`src/rtl/rr_sel_arbiter_pkg.sv`:
```
// Shared constants, state encoding and round-robin scan helper for the
// select-index arbiter that feeds the 3-to-8 decoder.
package rr_arb_pkg;

  localparam int N_REQ = 8;
  localparam int SEL_W = 3;

  typedef enum logic [1:0] {
    ST_IDLE  = 2'd0,
    ST_GRANT = 2'd1,
    ST_GAP   = 2'd2
  } state_t;

  typedef struct packed {
    logic             found;
    logic [SEL_W-1:0] idx;
  } win_t;

  // Scans from the highest offset down so the candidate closest to ptr is
  // the last one written and therefore wins.
  function automatic win_t next_winner(input logic [N_REQ-1:0] req,
                                       input logic [SEL_W-1:0] ptr);
    win_t             w;
    logic [SEL_W-1:0] cand;
    w = '0;
    for (int k = N_REQ - 1; k >= 0; k--) begin
      cand = ptr + SEL_W'(k);
      if (req[cand]) begin
        w.found = 1'b1;
        w.idx   = cand;
      end
    end
    return w;
  endfunction

endpackage

```
`src/rtl/rr_sel_arbiter_if.sv`:
```
// Request/select bundle between the requesting units (master) and the
// arbiter (slave).
interface rr_sel_arbiter_if;
  import rr_arb_pkg::*;

  logic [N_REQ-1:0] req;
  logic [SEL_W-1:0] sel;
  logic             sel_valid;
  logic [N_REQ-1:0] grant;
  logic             expired;
  logic             busy;

  modport master (
    output req,
    input  sel, sel_valid, grant, expired, busy
  );

  modport slave (
    input  req,
    output sel, sel_valid, grant, expired, busy
  );

endinterface

```
`src/rtl/rr_sel_arbiter_dec.sv`:
```
// 3-to-8 one-hot decoder with enable; all-zero output when disabled.
module sel_onehot_dec
  import rr_arb_pkg::*;
(
  input  logic [SEL_W-1:0] sel,
  input  logic             en,
  output logic [N_REQ-1:0] onehot
);

  always_comb begin
    onehot = '0;
    if (en) onehot[sel] = 1'b1;
  end

endmodule

```
`src/rtl/rr_sel_arbiter.sv`:
```
// Round-robin owner selection for a shared decoded resource, with a bounded
// hold time and a mandatory one-cycle dead gap between successive owners.
module rr_sel_arbiter
  import rr_arb_pkg::*;
#(
  parameter int MAX_HOLD = 15
) (
  input  logic            clk,
  input  logic            rst_n,
  rr_sel_arbiter_if.slave bus
);

  localparam logic [7:0] HOLD_LAST = 8'(MAX_HOLD - 1);

  state_t           state_q, state_nxt;
  logic [SEL_W-1:0] sel_q, sel_nxt;
  logic [SEL_W-1:0] ptr_q, ptr_nxt;
  logic [7:0]       hcnt_q, hcnt_nxt;
  logic             expired_q, expired_nxt;
  logic             sel_valid_q, sel_valid_nxt;
  logic             busy_q, busy_nxt;
  logic [N_REQ-1:0] grant_w;
  win_t             win;

  always_ff @(posedge clk or negedge rst_n) begin
    if (!rst_n) begin
      state_q     <= ST_IDLE;
      sel_q       <= '0;
      ptr_q       <= '0;
      hcnt_q      <= '0;
      expired_q   <= 1'b0;
      sel_valid_q <= 1'b0;
      busy_q      <= 1'b0;
    end else begin
      state_q     <= state_nxt;
      sel_q       <= sel_nxt;
      ptr_q       <= ptr_nxt;
      hcnt_q      <= hcnt_nxt;
      expired_q   <= expired_nxt;
      sel_valid_q <= sel_valid_nxt;
      busy_q      <= busy_nxt;
    end
  end

  // GAP arbitrates with the pointer already advanced past the old owner,
  // so a timed-out requester only returns when the scan reaches it again.
  always_comb begin
    state_nxt   = state_q;
    sel_nxt     = sel_q;
    ptr_nxt     = ptr_q;
    hcnt_nxt    = hcnt_q;
    expired_nxt = 1'b0;
    win         = next_winner(bus.req, ptr_q);
    case (state_q)
      ST_IDLE, ST_GAP: begin
        if (win.found) begin
          state_nxt = ST_GRANT;
          sel_nxt   = win.idx;
          hcnt_nxt  = '0;
        end else begin
          state_nxt = ST_IDLE;
        end
      end
      ST_GRANT: begin
        hcnt_nxt = hcnt_q + 8'd1;
        if (!bus.req[sel_q]) begin
          state_nxt = ST_GAP;
          ptr_nxt   = sel_q + SEL_W'(1);
        end else if (hcnt_q == HOLD_LAST) begin
          state_nxt   = ST_GAP;
          ptr_nxt     = sel_q + SEL_W'(1);
          expired_nxt = 1'b1;
        end
      end
      default: state_nxt = ST_IDLE;
    endcase
  end

  // Qualifiers are precomputed from the next state so they leave a flop.
  always_comb begin
    sel_valid_nxt = (state_nxt == ST_GRANT);
    busy_nxt      = (state_nxt != ST_IDLE);
  end

  sel_onehot_dec u_dec (
    .sel    (sel_q),
    .en     (sel_valid_q),
    .onehot (grant_w)
  );

  assign bus.sel       = sel_q;
  assign bus.sel_valid = sel_valid_q;
  assign bus.grant     = grant_w;
  assign bus.expired   = expired_q;
  assign bus.busy      = busy_q;

endmodule

```
`src/flat_wrapper.sv`:
```
// flat-port wrapper written by rule: the top's interface ports become plain ports
module rr_sel_arbiter_flat import rr_arb_pkg::*;
#(
  parameter int MAX_HOLD = 15
)
  (clk, rst_n, bus_req, bus_sel, bus_sel_valid, bus_grant, bus_expired, bus_busy);
  rr_sel_arbiter_if bus_i ();
  input  logic clk;
  input  logic rst_n;
  input wire logic [$bits(bus_i.req)-1:0] bus_req;
  output wire logic [$bits(bus_i.sel)-1:0] bus_sel;
  output wire logic [$bits(bus_i.sel_valid)-1:0] bus_sel_valid;
  output wire logic [$bits(bus_i.grant)-1:0] bus_grant;
  output wire logic [$bits(bus_i.expired)-1:0] bus_expired;
  output wire logic [$bits(bus_i.busy)-1:0] bus_busy;
  assign bus_i.req = bus_req;
  assign bus_sel = bus_i.sel;
  assign bus_sel_valid = bus_i.sel_valid;
  assign bus_grant = bus_i.grant;
  assign bus_expired = bus_i.expired;
  assign bus_busy = bus_i.busy;
  rr_sel_arbiter #(.MAX_HOLD(MAX_HOLD)) u_core (.clk(clk), .rst_n(rst_n), .bus(bus_i));
endmodule
```
`config.mk`:
```
export PLATFORM = sky130hd
export DESIGN_NAME = rr_sel_arbiter_flat
export DESIGN_NICKNAME = d
export VERILOG_FILES = /design/src/rtl/rr_sel_arbiter_pkg.sv /design/src/rtl/rr_sel_arbiter_if.sv /design/src/rtl/rr_sel_arbiter_dec.sv /design/src/rtl/rr_sel_arbiter.sv /design/src/flat_wrapper.sv
export SDC_FILE = /design/constraint.sdc
export NUM_CORES = 1
export LEC_CHECK = 0
export CORE_ASPECT_RATIO = 1.2
export CORE_MARGIN = 3
export CORE_UTILIZATION = 57
export DETAILED_ROUTE_END_ITERATION = 12
export PLACE_DENSITY = 0.81
export RECOVER_POWER = 25
export SYNTH_ARGS = -nofsm -noshare
export SYNTH_HDL_FRONTEND = slang
export SYNTH_SLANG_ARGS = --single-unit
```
`constraint.sdc`:
```
create_clock -name clk -period 4.05 [get_ports clk]
set_input_delay 0.6075 -clock clk [delete_from_list [all_inputs] [get_ports clk]]
set_output_delay 0.6075 -clock clk [all_outputs]
set_load 0.03 [all_outputs]
```
Yosys cells after proc, flatten, opt, wreduce, memory -nomap -nowiden

Index checks and enable logic that the tools add are counted.

Add/subtract/negate cells: 9
$lt $le $gt $ge: 10
Equal/unequal tests: 6
Muxes and demuxes: 40
Reduce and logical (&&, ||, !) cells: 8

Operators by type and width:

| cell                                                               | count |
|---|---|
| less-than comparator 3 x 4 -> 1 bit (second input constant)        | 9 |
| 2-to-1 mux 4 bit                                                   | 8 |
| binary-select mux 1 bit (select 3 bit)                             | 9 |
| 2-to-1 mux 8 bit                                                   | 2 |
| one-hot mux 8 bit (2 select lines)                                 | 1 |
| 2-to-1 mux 1 bit                                                   | 14 |
| adder 3 bit (second input constant)                                | 4 |
| adder 8 x 1 -> 8 bit (second input constant)                       | 1 |
| equality test 8 x 4 -> 1 bit (second input constant)               | 1 |
| adder 3 x 1 -> 3 bit (second input constant)                       | 2 |
| adder 3 x 2 -> 3 bit (second input constant)                       | 2 |
| 2-to-1 mux 3 bit                                                   | 2 |
| AND reduction 2 bit                                                | 3 |
| equality test 2 x 1 -> 1 bit (second input constant)               | 2 |
| 2-to-1 mux 2 bit                                                   | 2 |
| one-hot mux 2 bit (2 select lines)                                 | 1 |
| nonzero test 2 bit                                                 | 2 |
| demux 1 bit (select 3 bit)                                         | 1 |
| greater-or-equal comparator 3 x 1 -> 1 bit (second input constant) | 1 |
| equality test 2 bit (second input constant)                        | 1 |
| zero test 2 bit                                                    | 1 |
| != test 2 x 1 -> 1 bit (second input constant)                     | 1 |
| != test 2 bit (second input constant)                              | 1 |
| OR reduction 2 bit                                                 | 1 |
| logical AND 1 bit                                                  | 1 |

Register bits: 19
Input bits: 10
Output and inout port bits: 14
Logic and storage cells: 80

Longest topological paths before layout

Gate-level depths: netlist (run 1).

Depth after elaboration: 14
Gate-level depth with buffers: 13

Modules after synthesis

A second synthesis (run 1) with hierarchy kept.

Cells, all modules: 207
Area, all modules: 1989.4 µm²

Modules (own cells, without submodules):

| module         | times used | cells an instance | area an instance (µm²) | sequential area each (µm²) |
|---|---|---|---|---|
| rr_sel_arbiter | 1          | 199               | 1894.3                 | 475.5 |
| sel_onehot_dec | 1          | 8                 | 95.1                   | 0.0 |

Worst setup path before layout (run 1)

No wires, ideal clock.

Path kind: flip-flop to flip-flop
From: register u_core.ptr_q[1]
To: register u_core.sel_q[0], in the netlist u_core.bus.sel[0]
Data arrival time: 3.087 ns
Setup slack: 0.879 ns
Cell stages (with the launch flop): 13
Period minus slack after synthesis: 3.171 ns
Cells stage by stage: dfrtp_1 buf_2 buf_1 clkinv_1 ha_1 buf_6 buf_2 mux2i_1 nand2_1 o221a_2 nor2b_4 or4_4 a41oi_2

Longest elaborated chain between the ends: 12

Ends and longest elaborated chain:

| item                                   | line                     | source |
|---|---|---|
| start: declaration                     | rr_sel_arbiter.sv:17     | `logic [SEL_W-1:0] ptr_q, ptr_nxt;` |
| start signal: assignment               | rr_sel_arbiter.sv:37     | `ptr_q <= ptr_nxt;` |
| adder 3 bit                            | rr_sel_arbiter_pkg.sv:27 | `cand = ptr + SEL_W'(k);` |
| binary-select mux 1 bit (select 3 bit) | rr_sel_arbiter_pkg.sv:28 | `if (req[cand]) begin` |
| 2-to-1 mux 1 bit (not written as such) | rr_sel_arbiter_pkg.sv:28 |  |
| 2-to-1 mux 4 bit (7 in a row)          | rr_sel_arbiter_pkg.sv:28 |  |
| 2-to-1 mux 4 bit *                     | rr_sel_arbiter_pkg.sv:28 |  |
| AND reduction 2 bit (no line)          | -                        |  |
| end signal: assignment                 | rr_sel_arbiter.sv:36     | `sel_q <= sel_nxt;` |
| end: declaration                       | rr_sel_arbiter.sv:16     | `logic [SEL_W-1:0] sel_q, sel_nxt;` |

Every way passes the cells marked *; elsewhere a longest branch is shown, timed or not. The select of a mux whose other input is x is not followed.
A chain may end at the register's enable or synchronous reset.

Worst setup path after layout (run 1)

From: register u_core.ptr_q[1]
To: register u_core.sel_q[1], in the netlist u_core.bus.sel[1]

The elaborated chain is that of the path after synthesis.

==> results.md, run 1 <==
- GRT Overall Usage: a little under a quarter
- FF-to-FF End: u_core.bus.sel[1]
- CP max FO: 16
- Final setup TNS: 0 ps
- Syn nets: 236
- Initial antenna violation count: 0
- Worst R2R Setup Slack: roughly 660 ps
- WL final: between 4000 and 5000 µm
- CP endpoint kind: flop
- Async S/R FF share, synth: 100%
- Share of layout cells above drive strength 1: ~15%
- HPWL Detailed: 3500 µm
- Final Util: approximately 68%
- H-Tree Depth: 1
- Slew margin rel.: between 20% and 30%
- Register area share after synthesis: a little under a quarter
- Number of synthesized register bits: 19
- Drt first pass iters: 4
- Worst r2r src: u_core.ptr_q[1]
- Fin crit period: about 3400 ps
- CP Launch Point: u_core.ptr_q[1]
- Max_cap viols: 0
- Final ANT Viol Nets: 0
- Hold WC Path Type: flop to flop
- Int Pwr: 1030 µW
- Critical Path AT: around 3500 ps
- Setup bufs post-CTS: 0
- Row cnt: 23
- Area Overhead vs Synth: 12.3%
- Clock power share: 6.4%
- Largest net degree at the start of global routing: 23
- Drt wl/cell: 17.5 µm
- IO Pins: 24
- DRC viols: 0
- Fillers: around 260
- Worst Reg2Reg Path Length in Cells: 7
- Post-cts resize count: 0
- Crit Path Category: flop to flop
- CP endpoint: u_core.bus.sel[1]
- Synthesized area: about 2000 µm²
- Slew @ Worst Pin: 1050 ps
- PwrDens: 906 nW/µm²
- Synthesized area per cell: 9.18 µm²
- Final setup violation count: 0
- CTS tree: done
- Die Y-Extent: approximately 71 µm
- GRT overflow: 0
- Net Switching: between 1000 and 1500 µW
- DIE AREA: about 4300 µm²
- Worst-Skew Late Latency: 260 ps
- Clock Skew: around 6.6 ps
- Clock sinks: 19
- Flop pwr share: between 10% and 20%
- Final Hold Fails: 0
- Dpl cell area: roughly 2200 µm²
- Comb power frac: between 70% and 80%
- Peak supply drop: 0.575 mV
- Ys flop type: dfrtp_1
- GP Congestion: 0.880
- Antenna Cells: 0
- Period utilisation layout: about 84%
- Pleak: roughly 0.00090 µW
- Count of input and output buffers: 23
- Finished Cell Area: about 2300 µm²
- Syn Inst Count: around 220
- Starting density of the core: 60.3%
- Footprint of the multi-input gates: approximately 1400 µm²
- Post-synth cell types: 54
- Clk root buf: clkbuf_8
- Number of global-route vias before repair: 1665
- Register area: between 400 and 500 µm²
- Iter 0 DRT Violations: a little under 100
- Final layout net count: 247
- Status: finished clean
- Global-route wire length before repair: between 7000 and 8000 µm
- Warnings from Yosys: 0
- Hold-fix buffers at CTS: 0
- RSZ-0062 raised after global routing: no
- FMAX: between 200 and 300 MHz
- Number of synthesized flops with an enable pin: 0
- CP startpoint kind: flop
- Switch share: roughly half
- Worst EP required: 4190 ps
- DR vias: around 1.8k
- Final max-slew violation count: 0
- Core box area: ~3400 µm²
- Buffers from clock root to sink, at most: 2
- CTS Buf Count: 3
- CTS clk-pin slew, worst paths: ~70 ps
- Die W: 60.5 µm
- Vias/cell: roughly 6.7
power groups by stage:
stage	Sequential [µW]	Combinational (µW)	Clock (µW)
6_report	367	1570	132
4_1_cts	369	1550	132
5_1_grt	384	1700	141
2_1_floorplan	360	1250	0
3_3_place_gp	368	1530	0
3_5_place_dp	371	1550	0
layout by cell type, fill, tap and decap left out, types with 7 or more instances in the layout:
cell              n
a21oi_1          11
clkdlybuf4s50_1  22
dfrtp_1          19
inv_1             7
mux2i_1          15
mux4_2           17
nand2_1          18
nand2b_1          9
nand3_1           7
nor2_1           14
nor3_1            7
o21ai_1           8
metal layers:
layer	vias up	part of all wire [%]	GRT usage (%)
li1	850	-	-
met1	885	43	32.1
met2	58	51	38.9
met3	8	3.6	1.08
met4	0	1.7	8.43
met5	-	0	0
registers in the layout, summed over array words and instances, names as in the netlist:
| register | cells |
|---|---|
| u_core.bus.busy | 1 |
| u_core.bus.sel_valid | 1 |
| u_core.ptr_q | 3 |
| u_core.bus.sel | 3 |
| u_core.state_q | 2 |
| u_core.hcnt_q | 8 |
| u_core.bus.expired | 1 |
synth_stat cells, types with 2 or more instances:
cell type | n | area (µm²)
xnor2_1 | 2 | 17.5
inv_1 | 7 | 26.3
ha_1 | 5 | 62.6
o21ai_1 | 8 | 40.0
nand3b_1 | 2 | 15.0
and2_1 | 3 | 18.8
dfrtp_1 | 19 | 475
o22ai_1 | 2 | 12.5
nand2_1 | 18 | 67.6
mux4_2 | 17 | 383
clkinv_1 | 3 | 11.3
xor2_1 | 3 | 26.3
nand2b_1 | 9 | 56.3
o221ai_1 | 2 | 17.5
mux2_2 | 4 | 45.0
buf_1 | 3 | 11.3
a21oi_1 | 11 | 55.1
and3_1 | 4 | 25.0
buf_4 | 2 | 15.0
mux2i_1 | 15 | 150
buf_2 | 4 | 20.0
nor2_1 | 14 | 52.6
a31oi_1 | 4 | 25.0
clkbuf_1 | 9 | 33.8
a22oi_1 | 3 | 22.5
a21boi_0 | 2 | 15.0
o211ai_1 | 2 | 15.0
o21ai_0 | 6 | 30.0
nand3_1 | 7 | 35.0
nor3_1 | 7 | 35.0
worst min-delay path by stage:
stage / from / end / slack [ps] / depth (start not counted)
2_1_floorplan: rst_n / u_core.bus.busy / 310 / 0
3_3_place_gp: u_core.hcnt_q[3] / u_core.hcnt_q[3] / 450 / 1
3_5_place_dp: u_core.hcnt_q[3] / u_core.hcnt_q[3] / 460 / 1
4_1_cts: u_core.hcnt_q[3] / u_core.hcnt_q[3] / 470 / 1
5_1_grt: u_core.hcnt_q[3] / u_core.hcnt_q[3] / 510 / 1
6_report: u_core.hcnt_q[3] / u_core.hcnt_q[3] / 470 / 1
cells by family after synthesis:
| group | after synthesis | synth area share (%) |
|---|---|---|
| AO/OA/AOI/OAI | 51 | 16.5 |
| AND/OR/NAND/NOR | 74 | 18.9 |
| XOR/XNOR | 6 | 2.96 |
| adder cells (fa/ha/maj) | 5 | 3.08 |
| buffers and inverters | 30 | 6.60 |
| flip-flops | 19 | 23.4 |
| multiplexers | 36 | 28.5 |
metrics by stage:
step           power (µW)  cells  setup slack, ps  hold WS, ps
2_1_floorplan        1610    221              879          312
3_3_place_gp         1900    264              732          455
3_5_place_dp         1920    264              687          462
4_1_cts              2050    268              684          472
5_1_grt              2230    268              353          506
6_report             2060    268              662          471
final cells by class:
type,instances,share of cell area (%)
tap,37,2.03
timing repair buffer,26,11.1
clock buffer,3,1.81
multi-input combinational,172,62.3
sequential,19,20.9
clock inverter,1,0.220
inverter,10,1.65
worst max-delay path, cell delays in order (launching register included):
cell and delay (ps):
dfrtp_1 360, clkinv_1 230, ha_1 830, mux4_2 440, nor4_1 70, a31oi_1 790, inv_1 160, o41ai_1 390
No activity file was read; power rests on OpenSTA's default activity.
==> run 2, diff against run 1 <==
Settings changed: CORE_UTILIZATION 57 to 51, PLACE_DENSITY 0.81 to 0.77.
Clock period 4.05 ns to 2.7 ns, I/O delays scaled along.
==> run 2 against run 1 <==
  * Combinational power is 73% higher
  * Clock power up 48%
  * Clock skew decreased by 1.6 ps
  * Register-to-register slack worse by 520 ps
  * First-iteration DRC count rose by 20%
  * Largest cell class unchanged
  * Worst setup slack got worse by 520 ps
  * Sequential share of layout area decreased by 1.9 points
  * Largest power group unchanged
  * Cell area grew 10%
  * Critical path depth grew 2
  * Via count grew 4.3%
==> results.md, run 2 (synthesized netlist as in run 1, its figures left out) <==
- Status: finished clean
- CTS clk-pin slew, worst paths: 70 ps (about the same)
- RSZ-0062 raised after global routing: no
- Final ANT Viol Nets: 0 (unchanged)
- GRT Overall Usage: 21.8% (-1.6 points)
- Drt first pass iters: 4 (unchanged)
- DRC viols: 0 (unchanged)
- Clock Skew: 4.93 ps (-1.63 ps)
- CP endpoint kind: flop
- Iter 0 DRT Violations: 119 (+20%)
- GP Congestion: 0.905 (+2.9%)
- Core box area: 3720 µm² (+11%)
- Slew @ Worst Pin: 862 ps (-188 ps)
- Max_cap viols: 0 (unchanged)
- Critical Path AT: 2740 ps (-790 ps)
- CP max FO: 9 (-7)
- Clock power share: 5.7% (-0.7 points)
- DIE AREA: 4780 µm² (+11%)
- Row cnt: 24 (+4.3%)
- HPWL Detailed: 3880 µm (+11%)
- PwrDens: 1380 nW/µm² (+52%)
- Worst EP required: 2870 ps (-1320 ps)
- Final layout net count: 271 (+9.7%)
- Largest register by flop count: u_core.hcnt_q
- Starting density of the core: 54.5% (-5.8 points)
- Vias/cell: 6.12 (-8.9%)
- Worst r2r src: u_core.ptr_q[0]
- Int Pwr: 1810 µW (+76%)
- Pre-CTS WS: 8.20 ps (-679 ps)
- CTS tree: done
- Buffers from clock root to sink, at most: 2 (unchanged)
- WL final: 5060 µm (+7.7%)
- Number of global-route vias before repair: 1749 (+5.0%)
- Die W: 63.6 µm (+5.2%)
- Drt wl/cell: 16.5 µm (-6.0%)
- CP max stage cell: or4_4
- Final max-slew violation count: 0 (unchanged)
- Beginning of the worst hold path: u_core.hcnt_q[3]
- Global routing usage on met1: 25.8% (-6.3 points)
- Final setup TNS: 0 ps (unchanged)
- Grt met2 use: 42.0% (+3.1 points)
- Final setup margin: 138 ps (-524 ps)
- Count of input and output buffers: 23 (unchanged)
- Finished Cell Area: 2510 µm² (+10%)
- Initial antenna violation count: 0 (unchanged)
- Share of layout cells above drive strength 1: 25.5% (+10 points)
- Commonest cells after routing, fill and taps aside: buf_4, clkdlybuf4s50_1, nand2_1, dfrtp_1, mux4_2
- Worst-Skew Late Latency: 250 ps (about the same)
- IO Pins: 24 (unchanged)
- Fin crit period: 2560 ps (-826 ps)
- Max FFs per register: 8 (unchanged)
- H-Tree Depth: 1 (unchanged)
- CTS Buf Count: 3 (unchanged)
- GRT Max-Usage Layer: met2
- Area Overhead vs Synth: 23.9%
- Met3 Track Usage GR: 1.64% (+0.56 points)
- Largest net degree at the start of global routing: 23 (unchanged)
- Clock sinks: 19 (unchanged)
- Period utilisation layout: 94.9% (+11 points)
- Final Hold Fails: 0 (unchanged)
- Dpl cell area: 2430 µm² (+8.9%)
- Pleak: 0.00102 µW (+13%)
- CP Launch Point: u_core.ptr_q[0]
- Slew margin rel.: 42.3% (+13 points)
- GRT overflow: 0 (unchanged)
- Comb power frac: 78.3% (+2.5 points)
- Flop pwr share: 16.0% (-1.8 points)
- Commonest non-fill, non-tap cell in the layout: buf_4
- CP startpoint kind: flop
- Most used cell, CP: mux2i_1
- Hold WC Path Type: flop to flop
- Die Y-Extent: 75.1 µm (+5.2%)
- Global-route wire length before repair: 8310 µm (+5.7%)
- FMAX: 390 MHz (+32%)
- Max incr delay on CP: 470 ps (-360 ps)
- Antenna Cells: 0 (unchanged)
- Peak supply drop: 0.771 mV (+34%)
- DR vias: 1879 (+4.3%)
- Crit Path Category: flop to flop
- Final setup violation count: 0 (unchanged)
- Net Switching: 1640 µW (+59%)
- Cell breakdown of the critical path: clkinv_4, ha_4, buf_4, mux2i_1, mux2i_1, o221a_2, nor2b_4, or4_4, a41oi_2
- Switch share: 47.5% (-2.5 points)
- Clk root buf: clkbuf_8
==> run 2: cell type report <==
class | instances | area, µm²
well taps | 52 | 65.1
fillers | 304 | 1210
repair buffers | 50 | 433
multi-input cells | 172 | 1450
flip-flops and latches | 19 | 477
clock buffers | 3 | 41.3
clock inverters | 1 | 5.00
inverters | 10 | 47.5
==> run 2: per-stage QoR <==
stage / cells / utilization, % / hold WS, ps / power (µW)
5_1_grt: 307 / 67.5 / 484 / 3720
3_5_place_dp: 299 / 65.3 / 469 / 3170
4_1_cts: 303 / 66.5 / 480 / 3370
3_3_place_gp: 299 / 65.3 / 453 / 3110
2_1_floorplan: 221 / - / 109 / 2510
6_report: 307 / 67.5 / 478 / 3460
==> run 2: power groups by stage <==
stage                     Clock, µW  Sequential, µW  Combinational [µW]
after global routing            207             571                2940
after floorplan                   0             544                1960
after detailed placement          0             555                2620
after CTS                       194             551                2620
after global placement            0             552                2560
final                           196             553                2710
==> run 2: final timing paths <==
check / end / slack (ps) / depth (start not counted)
setup / recovery: u_core.bus.sel[0] / 140 / 9
hold / removal: u_core.hcnt_q[3] / 480 / 1
setup reg to reg: u_core.bus.sel[0] / 140 / 9
hold reg to reg: u_core.hcnt_q[3] / 480 / 1
max in group asynchronous: u_core.ptr_q[0] / 1400 / 1
min in group asynchronous: u_core.bus.busy / 710 / 1
==> run 2: worst max-delay path, delay by kind of cell, from the launching register on <==
family | cells | cell delay, ps
buffers and inverters | 2 | 290
AOI/OAI and AO/OA | 2 | 470
and+or+nand+nor | 2 | 610
adders and majority gates | 1 | 340
DFF | 1 | 390
muxes | 2 | 380
==> run 2: layer usage <==
layer  wire length, µm  vias up
met5                 0        -
met4                49        0
met3               145        6
met2              2750       46
met1              2110      928
li1                  -      899
==> run 2: timing repair <==
item,4_1_cts,5_1_grt
setup endpoints to repair,0,7
buffers inserted,0,4
gates resized for setup,0,1
hold buffers,0,0
